--- config.mk ---
export PLATFORM = sky130hd
export DESIGN_NAME = uart_tx_arbiter
export DESIGN_NICKNAME = d
export VERILOG_FILES = /design/src/rtl/uart_tx_arbiter.sv
export SDC_FILE = /design/constraint.sdc
export NUM_CORES = 1
export LEC_CHECK = 0
export CAP_MARGIN = 20
export CORE_MARGIN = 4
export CORE_UTILIZATION = 25
export CTS_BUF_LIST = sky130_fd_sc_hd__clkbuf_4 sky130_fd_sc_hd__clkbuf_8 sky130_fd_sc_hd__clkbuf_16
export DETAILED_ROUTE_END_ITERATION = 10
export PLACE_DENSITY_LB_ADDON = 0.15
export SLEW_MARGIN = 20
export SYNTH_ARGS = -nofsm -noshare
export SYNTH_HDL_FRONTEND = slang
export SYNTH_SLANG_ARGS = --single-unit
export TNS_END_PERCENT = 20
--- constraint.sdc ---
create_clock -name clk -period 2.6 [get_ports clk]
set_input_delay 0.52 -clock clk [delete_from_list [all_inputs] [get_ports clk]]
set_output_delay 0.52 -clock clk [all_outputs]
set_load 0.05 [all_outputs]
--- src/rtl/uart_tx_arbiter.sv ---
// Round-robin arbiter sharing one UART TX byte port between NUM_REQ producers.
// An owner holds the port for a whole text line; release is on newline or on idle timeout.
module uart_tx_arbiter #(
   parameter int NUM_REQ      = 4,
   parameter int LOCK_TIMEOUT = 1024
) (
   input  logic                       clk,
   input  logic                       rst_n,
   input  logic [NUM_REQ-1:0]         req_valid,
   input  logic [8*NUM_REQ-1:0]       req_data,
   output logic [NUM_REQ-1:0]         req_ready,
   output logic                       tx_valid,
   output logic [7:0]                 tx_data,
   input  logic                       tx_ready,
   output logic [$clog2(NUM_REQ)-1:0] grant_id,
   output logic                       busy,
   output logic                       end_flag
);

   localparam int IDW = $clog2(NUM_REQ);
   localparam int CW  = $clog2(LOCK_TIMEOUT);
   localparam logic [CW-1:0]  CNT_MAX  = CW'(LOCK_TIMEOUT - 1);
   localparam logic [IDW-1:0] LAST_RST = IDW'(NUM_REQ - 1);
   localparam logic [7:0]     BYTE_NL  = 8'h0a;
   localparam logic [7:0]     BYTE_END = 8'h7e;

   typedef enum logic [0:0] {
      S_IDLE   = 1'b0,
      S_LOCKED = 1'b1
   } state_t;

   state_t           state_q, state_d;
   logic [IDW-1:0]   owner_q, owner_d;
   logic [IDW-1:0]   last_q, last_d;
   logic [CW-1:0]    cnt_q, cnt_d;
   logic             busy_q, busy_d;
   logic             end_q, end_d;
   logic [7:0]       req_byte_s [NUM_REQ];
   logic             xfer_s;

   // First valid requester after 'last', wrapping; descending loop lets the nearest one win.
   function automatic logic [IDW-1:0] rr_pick(input logic [NUM_REQ-1:0] valid,
                                              input logic [IDW-1:0]     last);
      logic [IDW-1:0] pick;
      logic [IDW-1:0] idx;
      pick = last;
      for (int k = NUM_REQ; k >= 1; k--) begin
         idx  = IDW'((int'(last) + k) % NUM_REQ);
         pick = valid[idx] ? idx : pick;
      end
      return pick;
   endfunction

   for (genvar g = 0; g < NUM_REQ; g++) begin : g_unpack
      assign req_byte_s[g] = req_data[8*g+7 : 8*g];
   end

   // Pass-through of the owner's stream while locked; nothing is offered in IDLE.
   always_comb begin
      tx_valid  = 1'b0;
      tx_data   = 8'h00;
      req_ready = {NUM_REQ{1'b0}};
      if (state_q == S_LOCKED) begin
         tx_valid           = req_valid[owner_q];
         tx_data            = req_byte_s[owner_q];
         req_ready[owner_q] = tx_ready;
      end else begin
         tx_valid = 1'b0;
      end
   end

   assign xfer_s = tx_valid & tx_ready;

   // Next-state, ownership, idle-counter and end-of-test flag computation.
   always_comb begin
      state_d = state_q;
      owner_d = owner_q;
      last_d  = last_q;
      cnt_d   = cnt_q;
      if (xfer_s && (tx_data == BYTE_END)) begin
         end_d = 1'b1;
      end else begin
         end_d = end_q;
      end
      case (state_q)
         S_IDLE: begin
            cnt_d = {CW{1'b0}};
            if (|req_valid) begin
               state_d = S_LOCKED;
               owner_d = rr_pick(req_valid, last_q);
            end else begin
               state_d = S_IDLE;
            end
         end
         S_LOCKED: begin
            // Newline and timeout in the same cycle collapse into one identical release.
            if ((xfer_s && (tx_data == BYTE_NL)) || (!xfer_s && (cnt_q == CNT_MAX))) begin
               state_d = S_IDLE;
               last_d  = owner_q;
               cnt_d   = {CW{1'b0}};
            end else if (xfer_s) begin
               cnt_d = {CW{1'b0}};
            end else begin
               cnt_d = cnt_q + CW'(1);
            end
         end
         default: begin
            state_d = S_IDLE;
            cnt_d   = {CW{1'b0}};
         end
      endcase
      busy_d = (state_d == S_LOCKED);
   end

   // State and flag registers; reset aborts any line in progress.
   always_ff @(posedge clk or negedge rst_n) begin
      if (!rst_n) begin
         state_q <= S_IDLE;
         owner_q <= {IDW{1'b0}};
         last_q  <= LAST_RST;
         cnt_q   <= {CW{1'b0}};
         busy_q  <= 1'b0;
         end_q   <= 1'b0;
      end else begin
         state_q <= state_d;
         owner_q <= owner_d;
         last_q  <= last_d;
         cnt_q   <= cnt_d;
         busy_q  <= busy_d;
         end_q   <= end_d;
      end
   end

   assign grant_id = owner_q;
   assign busy     = busy_q;
   assign end_flag = end_q;

endmodule

==> summary.md, run 1 <==
| Metric | Value |
|---|---|
| Ratio of cells with drive above 1 in the final layout | 17.8% |
| Input/output buffers | between 50 and 60 |
| Largest family of logic cells by synthesized area | simple AND/OR/NAND/NOR gates |
| Reg2Reg Depth | 5 |
| Initial core utilization | between 20% and 30% |
| Core Rows | 25 |
| Crit share post-route | between 90% and 100% |
| XOR/XNOR Fraction of Synth Area | between 5 and 6% |
| Post-CTS Repair Setup Buffers | 0 |
| Slew Limit Headroom | a little over half |
| Post-Synth Adder-Cell Area | between 1 and 1.5% |
| Power per cell area | roughly 1100 nW/um2 |
| Compound-Gate Fraction of Synth Area | 9.97% |
| GR Layer Usage met1 | 15.5% |
| Area Growth Syn to Fin | 58.2% |
| Post-DP HPWL | ~2900 um |
| # nets final | roughly 220 |
| Fmax | 424 MHz |
| Clock tree buffer depth | 2 |
| GRT Overall Usage | 11.7% |
| Most frequent cells in the layout | 42 x clkdlybuf4s50_1, 16 x nor2_1, 14 x dfrtp_1 |
| Hold path startpoint | end_flag$_DFFE_PN0P_ |
| Worst Skew | 2.49 ps |
| Pre-CTS WS | approximately 240 ps |
| Fillers | roughly 480 |
| Req. time, crit path | 2080 ps |
| Post-layout util | between 40% and 50% |
| Avg Inst Size Synth | just under 10 um2 |
| Final Max Tran Viols | 0 |
| Overall Power | about 0.0020 W |
| Setup_tns | 0 ps |
| Hold WC Path Type | flip-flop to flip-flop |
| Worst VDD drop | slightly below 0.0006 V |
| GRT busiest layer | met2 |
| Predominant post-synthesis flop cell | dfrtp_1 |
| Remaining antenna violation count | 0 |
| H-tree depth | 1 |
| Mapped Cells | approximately 130 |
| Launch point of the worst reg-to-reg path | grant_id[0]$_DFFE_PN0P_ |
| RSZ-0062 raised after global routing | false |
| Worst setup margin | 244 ps |
| GR Util met3 | roughly 2.3% |
| Tmin final | 2360 ps |
| Worst hold-check slack | roughly 470 ps |
| Die Span Y | 77.8 um |
| Max_cap viols | 0 |
| IO Count | 56 |
| Die outline area | 6050 um2 |
| Initial antenna violation count | 0 |
| # DRC | 0 |
| Register area share after synthesis | between 30% and 40% |
| Critical path data arrival time | between 1500 and 2000 ps |
| Met2 Track Usage GR | approximately a fifth |
| DRT iter0 DRCs | 32 |
| Drt first pass iters | 4 |
| N_diodes | 0 |
| Routed WL | between 3000 and 4000 um |
| RR Endpoint | busy$_DFF_PN0_ |
| Synth async-reset ratio | 100% |
| Post-Syn Area | roughly 1200 um2 |
| Placer Congestion | roughly 0.86 |
| Clock transition at the registers of the reported paths | roughly 60 ps |
| Sink Count | 16 |
| Status | complete, no violations |
| CTS root buf | clkbuf_8 |
| Synth unique cells | 38 |
| Yosys warnings | 0 |
| Via count | 1138 |
| Core ar. | 4720 um2 |
| GRT Residual Overflow | 0 |
| Routed wire per std cell | between 10 and 15 um |
| Post-synth EDFFs | 0 |
| Die Wd | between 70 and 80 um |
| Worst Hold End | end_flag$_DFFE_PN0P_ |
| Mux share of post-synthesis cell area | 19.8% |
| Clock latency on the worst-skew pair | roughly 240 ps |
| CP Max Fanout | 3 |
| Post-cts sizing count | 0 |
| Post-Syn Nets | approximately 170 |
| CTS Hold Buffers Added | 0 |
| Hold Path Depth | 2 |
| CTS tree | built |
| Final setup viols | 0 |
| Setup crit start kind | input port |
| Critical path endpoint category | output port |
| First-pass GRT wire length | about 5800 um |
| Yosys reg bits | 16 |
| Most common cell after layout, fill and taps aside | clkdlybuf4s50_1 |
| Drt via density | around 4.6 |
| Largest net degree at the start of global routing | 17 |
| Simple-Gate Fraction of Synth Area | between 20% and 30% |
| Worst-Margin Slew | 712 ps |
| Final Hold Viols | 0 |
| Worst reg2reg setup slack | between 600 and 700 ps |
| Pleak | 0.835 nW |
| Critical path class | input port to output port |
| Total CTS buffers | 3 |
| Vias in the first global route | around 1200 |
where the power goes:
part	switching (W)	leakage, nW	internal [W]
Clock	0.0000803	0.0288	0.000134
Combinational	0.000872	0.609	0.000592
Sequential	0.0000526	0.197	0.000301
worst max-delay path, cell delays in order:
cell	delay, ps
clkdlybuf4s50_1	380
mux4_1	560
and2_1	190
buf_4	180
cell type report:
cell class              instances  area, um2  area share [%]
flip-flops and latches         16        403            20.9
multi-input cells              96        746            38.7
well taps                      67       83.8            4.35
clock buffers                   4       55.1            2.86
repair buffers                 58        616            32.0
inverters                       6       22.5            1.17
synth_stat cells (all sizes together) (2+ instances only):
cell type,n,area [um2]
nor4,3,18.8
o2111ai,2,17.5
and3,5,31.3
and2,10,62.6
nand2,8,32.5
dfrtp,14,350
a21oi,4,20.0
mux2i,5,50.1
nand3,5,25.0
nand3b,2,15.0
buf,3,31.3
dfstp,2,52.6
o21ai,4,23.8
inv,6,22.5
nand2b,3,18.8
xor2,4,35.0
nor2,16,60.1
mux4,8,191
clkbuf,4,15.0
a31oi,2,12.5
xnor2,4,35.0
worst max path at each step:
stage                                 start      endpoint  slack, ps  cells past startpoint
global placement               req_data[13]    tx_data[5]        250                      4
finish                         req_data[13]    tx_data[5]        240                      4
detailed placement             req_data[13]    tx_data[5]        240                      4
global route                   req_data[13]    tx_data[5]        200                      4
CTS                            req_data[13]    tx_data[5]        240                      4
floorplan           grant_id[1]$_DFFE_PN0P_  req_ready[2]        250                      4
state kept, by name (all words and copies together), names as in the netlist:
register / count
busy: 1
cnt_q: 10
end_flag: 1
grant_id: 2
last_q: 2
kinds of logic (layout without fill, tap and decap cells):
| group | count (synthesis) | in the layout |
|---|---|---|
| muxes | 13 | 13 |
| and+or+nand+nor | 56 | 56 |
| xor gates and xnor gates | 8 | 8 |
| buffers and inverters | 13 | 68 |
| adders and majority gates | 1 | 1 |
| DFF | 16 | 16 |
| AOI/OAI and AO/OA | 18 | 18 |
stage by stage:
step | instance area [um2] | std cells
floorplan | 1220 | 125
global placement | 1870 | 243
detailed placement | 1870 | 243
CTS | 1930 | 247
global route | 1930 | 247
finish | 1930 | 247
per-layer routing:
metal	vias up	share of wire (%)
li1	564	-
met1	554	43
met2	18	53
met3	2	2.8
met4	0	0.38
met5	-	0
Note: power is estimated with default switching activity, not from simulation.
==> run 2, diff against run 1 <==
--- a/config.mk
+++ b/config.mk
@@ -6,10 +6,10 @@
 export NUM_CORES = 1
 export LEC_CHECK = 0
 export CAP_MARGIN = 20
-export CORE_MARGIN = 4
 export CORE_UTILIZATION = 25
 export CTS_BUF_LIST = sky130_fd_sc_hd__clkbuf_4 sky130_fd_sc_hd__clkbuf_8 sky130_fd_sc_hd__clkbuf_16
 export DETAILED_ROUTE_END_ITERATION = 10
+export DONT_BUFFER_PORTS = 1
 export PLACE_DENSITY_LB_ADDON = 0.15
 export SLEW_MARGIN = 20
 export SYNTH_ARGS = -nofsm -noshare
==> run 2 against run 1 <==
Cell area fell by 29%. Worst hold slack got worse by 370 ps. Via count fell by 13%. Clock-buffer cell count did not move. Die area fell by 15%. Sequential power rose by 7.1%. Final cell count fell by 25%. First-iteration DRC count rose by 41%.
==> summary.md, run 2 (synthesis gave the netlist of run 1 again) <==
| Metric | Value |
|---|---|
| Drt via density | 5.30 (+15%) |
| Final setup viols | 0 (unchanged) |
| Placed cell area | 1310 um2 (-30%) |
| Die Span Y | 71.8 um (-7.7%) |
| Drt first pass iters | 4 (unchanged) |
| GRT Overall Usage | 10.5% (-1.2 points) |
| Remaining antenna violation count | 0 (unchanged) |
| First-pass GRT wire length | 4310 um (-25%) |
| Post-CTS Repair Setup Buffers | 0 (unchanged) |
| RSZ-0062 raised after global routing | false |
| Setup crit start kind | flip-flop |
| Vias in the first global route | 925 (-24%) |
| Ratio of cells with drive above 1 in the final layout | 18.9% (+1.2 points) |
| Worst Skew | 9.56 ps (+7.07 ps) |
| Tmin final | 2450 ps (+92.6 ps) |
| Core ar. | 4690 um2 (-0.66%) |
| IO Count | 56 (unchanged) |
| Status | complete, no violations |
| Initial antenna violation count | 0 (unchanged) |
| Post-DP HPWL | 2210 um (-24%) |
| Placed insts | 181 (-26%) |
| Via count | 985 (-13%) |
| Critical path endpoint category | output port |
| Worst VDD drop | 0.000542 V (-8.8%) |
| DRT iter0 DRCs | 45 (+41%) |
| GRT Residual Overflow | 0 (unchanged) |
| Die Wd | 71.8 um (-7.7%) |
| Routed wire per std cell | 14.9 um (+7.3%) |
| Setup_tns | 0 ps (unchanged) |
| Req. time, crit path | 2080 ps (about the same) |
| # nets final | 173 (-22%) |
| Final Hold Viols | 0 (unchanged) |
| H-tree depth | 1 (unchanged) |
| Top Family by Delay on Critical Path | multiplexers |
| CTS tree | built |
| # DRC | 0 (unchanged) |
| Initial core utilization | 25.9% (+0.17 points) |
| DR top layer | met3 |
| CP cell instances | mux4_1 -> and2_1 |
| N_diodes | 0 (unchanged) |
| Clock tree buffer depth | 2 (unchanged) |
| Most frequent cells in the layout | 16 x nor2_1, 14 x dfrtp_1, 10 x and2_1 |
| CP peak stage delay | 670 ps (+110 ps) |
| M1 WL | 1270 um (-15%) |
| Clock latency on the worst-skew pair | 250 ps (about the same) |
| Max FFs per register | 10 (unchanged) |
| Input/output buffers | 0 (-100%) |
| Die outline area | 5150 um2 (-15%) |
| Most flop-heavy register | cnt_q |
| Sink Count | 16 (unchanged) |
| Overall Power | 0.00178 W (-12%) |
| Total CTS buffers | 3 (unchanged) |
| Worst-Margin Slew | 716 ps (+3.24 ps) |
| Hold WC Path Type | input port to asynchronous set/reset pin |
| Finished Layout Cells | 186 (-25%) |
| Bufs and invs on worst path | 0 (-2) |
| Placer Congestion | 0.779 (-9.6%) |
| Slowest CP cell | mux4_1 |
| Met2 WL | 1410 um (-23%) |
| Most common cell after layout, fill and taps aside | nor2_1 |
| Met3 WL | 101 um (+5.2%) |
| Slew Limit Headroom | 52.1% (-0.22 points) |
| Final Max Tran Viols | 0 (unchanged) |
| Critical path class | flip-flop to output port |
| Area Growth Syn to Fin | 12.6% |
| Worst hold-check slack | 104 ps (-366 ps) |
| Fmax | 408 MHz (-3.8%) |
| Routed WL | 2780 um (-19%) |
| CP Max Fanout | 10 (+7) |
| Max_cap viols | 0 (unchanged) |
| Post-layout instance area | 1370 um2 (-29%) |
| Critical path data arrival time | 1930 ps (+90 ps) |
| Pleak | 0.618 nW (-26%) |
| Core Rows | 25 (unchanged) |
| Power per cell area | 1300 nW/um2 (+23%) |
| Largest net degree at the start of global routing | 19 (+2) |
| Crit share post-route | 94.2% (+3.6 points) |
| Clock transition at the registers of the reported paths | 70 ps (about the same) |
| CTS root buf | clkbuf_8 |
## run 2: changes by cell type in the layout (fill, tap and decap cells not counted), sizes merged
cell,before,now
clkdlybuf4s50,42,0
buf,16,9
dlygate4sd3,0,1
## run 2: cell type report
type	instances	area, um2
Inverter	6	22.5
Timing Repair Buffer	10	77.6
Tap cell	54	67.6
Clock buffer	4	55.1
Sequential cell	16	403
Multi-Input combinational cell	96	746
Fill cell	511	3320
## run 2: report_power, final
part / total, W / leakage, nW / internal (W) / switching, W
Clock: 0.000223 / 0.0288 / 0.000134 / 0.0000890
Sequential: 0.000378 / 0.197 / 0.000300 / 0.0000782
Combinational: 0.00118 / 0.392 / 0.000339 / 0.000842
Total: 0.00178 / 0.618 / 0.000773 / 0.00101
## run 2: metrics by stage
| stage | utilization [%] | setup WS, ps |
|---|---|---|
| floorplan | - | 249 |
| global placement | 27.8 | 443 |
| detailed placement | 27.8 | 408 |
| CTS | 29.2 | 125 |
| global route | 29.2 | 29.9 |
| finish | 29.2 | 151 |
## run 2: worst paths after layout
kind / slack (ps) / from / endpoint / cells past startpoint
max reg2reg: 490 / grant_id[0]$_DFFE_PN0P_ / busy$_DFF_PN0_ / 6
min: 100 / rst_n / last_q[0]$_DFFE_PN1P_ / 0
max in group asynchronous: 1370 / rst_n / cnt_q[4]$_DFF_PN0_ / 1
max: 150 / grant_id[0]$_DFFE_PN0P_ / tx_data[5] / 2
min reg2reg: 480 / cnt_q[0]$_DFF_PN0_ / cnt_q[0]$_DFF_PN0_ / 1
min in group clk: 470 / req_valid[2] / busy$_DFF_PN0_ / 2
## run 2: worst reg2reg max path, stage by stage (launching register included)
cell and delay [ps]:
dfrtp_1 550, buf_4 290, nand3b_1 220, o22a_2 260
or3_4 400, o211ai_1 180, o21ai_1 80
## run 2: what timing repair did
item,CTS,global route
hold buffers,1,0
hold endpoints to repair,14,0
resized for setup,0,0
## run 2: routing by layer
| layer | global-route usage (%) | vias up |
|---|---|---|
| li1 | - | 472 |
| met1 | 14.4 | 490 |
| met2 | 17.5 | 23 |
| met3 | 2.11 | 0 |
| met4 | 1.96 | 0 |
| met5 | 0 | - |
==> patch, RTL diff (flow settings as in run 2) <==
Reset style: synchronous (`rst_n`), changed in one clocked block.
--- a/src/rtl/uart_tx_arbiter.sv
+++ b/src/rtl/uart_tx_arbiter.sv
@@ -114,5 +114,5 @@
 
    // State and flag registers; reset aborts any line in progress.
-   always_ff @(posedge clk or negedge rst_n) begin
+   always_ff @(posedge clk) begin
       if (!rst_n) begin
          state_q <= S_IDLE;
Behaviour: differs if rst_n is asserted again (counterexample within 4 cycles, from zero or initial values and one cycle with rst_n low); with rst_n held inactive, the same outputs for 10 cycles.
==> patch against run 2 <==
- clock skew down 0.0086 ns
- area after synthesis down 14%
- global-route usage up 2.1 points
- synthesized cell count down 5.6%
- critical path depth up 1
- sequential cell count unchanged
- worst setup slack worse by 0.024 ns
- count of clock-buffer cells in the layout unchanged
- wire length down 4.4%
- design area down 10%
- critical path type unchanged
- highest routed layer unchanged
Power is not compared: it rests on default switching activity, and its combinational part moved more than twofold at a synthesized area within 25%.
==> patch: results (changes against run 2) <==
wl_um: 2660  # was 2780 um
fin_worst_skew_ns: 0.00101  # was 0.00956 ns
outcome: "completed"  # unchanged
regMostFlops: "cnt_q"  # unchanged
drtPass1Iterations: 5  # was 4
grt_start_max_net_pins: 12  # was 19
arrival_ns: 1.95  # was 1.93 ns
crit_end: "tx_data[7]"  # was tx_data[5]
synth_seq_area_share_pct: 30.5  # was 33.1%
vias: 938  # was 985
place.gp.congestion: 0.724  # was 0.779
dpl_cell_area_um2: 1170  # was 1310 um2
grt_pass1_wl_um: 4140  # was 4310 um
pre_cts_slack_ns: 0.149  # was 0.408 ns
hp-class: "input pin to flop"  # was input pin to async pin
drtIter0Drc: 24  # was 45
syn_nets: 158  # was 165
synth_common_cells: "nor2_1, dfxtp_1, nand3_1"  # was nor2_1, dfrtp_1, and2_1
fin_crit_ns: 2.47  # was 2.45 ns
async_reset_ff_share_pct: 0  # was 100%
slew_headroom_pct: 65.7  # was 52.1%
rr_endpoint: "last_q[1]"  # was busy
reg2reg_depth: 5  # was 6
grt_use_total_pct: 12.6  # was 10.5%
crit_fanout: 11  # was 10
rrSetupSlack_ns: 0.20  # was 0.49 ns
yosysUniqueCellTypes: 28  # was 38
max_stage_delay_ns: 0.58  # was 0.67 ns
drive_gt1_share_pct: 18.1  # was 18.9%
worst_path_max_delay_cell: "mux4_2"  # was mux4_1
crit_start: "grant_id[0]"  # unchanged
hold_start: "rst_n"
dpl.cell_count: 173  # was 181
syn_avg_cell_area_um2: 8.90  # was 9.74 um2
layoutNonFillerInstCount: 177  # was 186
hpwl_um: 2190  # was 2210 um
ys_top_cells_by_area: "dfxtp_1, mux4_2, nor2_1, and2_1, nand3_1"  # was dfrtp_1, mux4_2, mux4_1, and2_1, nor2_1
==> patch: worst min-delay path by stage <==
stage                     end  slack, ns  cells past startpoint
floorplan            cnt_q[0]       0.44                      1
global placement     cnt_q[0]       0.46                      1
detailed placement   cnt_q[0]       0.46                      1
CTS                 last_q[0]       0.34                      1
global route        last_q[0]       0.35                      1
finish              last_q[0]       0.35                      1
==> patch: area by class of cell <==
class / count / area, um2
timing repair buffer: 9 / 83.8
sequential: 16 / 320
clock buffer: 4 / 55.1
tap: 50 / 62.6
fill: 440 / 2800
inverter: 4 / 15.0
multi-input combinational: 94 / 696
==> patch: cell families after synthesis <==
family	Yosys count	synth area share [%]
xor+xnor	7	5.84
compound gates	15	7.75
buf+inv	8	3.69
flops	16	30.5
fa+ha+maj	1	1.19
simple gates	61	30.7
mux	10	20.3
==> patch: metal layers <==
layer | vias to the layer above | global-route usage [%] | part of all wire (%)
li1 | 452 | - | -
met1 | 438 | 12.9 | 40
met2 | 48 | 24.9 | 50
met3 | 0 | 4.11 | 9.6
met5 | - | 0 | 0
met4 | 0 | 1.60 | 0
==> patch: what timing repair did <==
action,CTS,global route
endpoints found under the setup margin,0,1
gates resized for setup,0,1
endpoints found under the hold margin,0,0
==> patch: worst reg2reg max path: stages (launching register included) <==
cell and delay [ns]:
dfxtp_1 0.49, mux4_2 0.57, or4_1 0.58, or4_1 0.46, nand3_1 0.11, nand3_1 0.08
==> patch: power by group through the flow <==
stage / logic, mW / clock network (mW) / registers [mW]
after floorplan: 0.124 / 0 / 0.270
after global placement: 0.157 / 0 / 0.263
after detailed placement: 0.157 / 0 / 0.263
after CTS: 0.158 / 0.223 / 0.258
after global routing: 0.168 / 0.234 / 0.259
final: 0.157 / 0.214 / 0.258
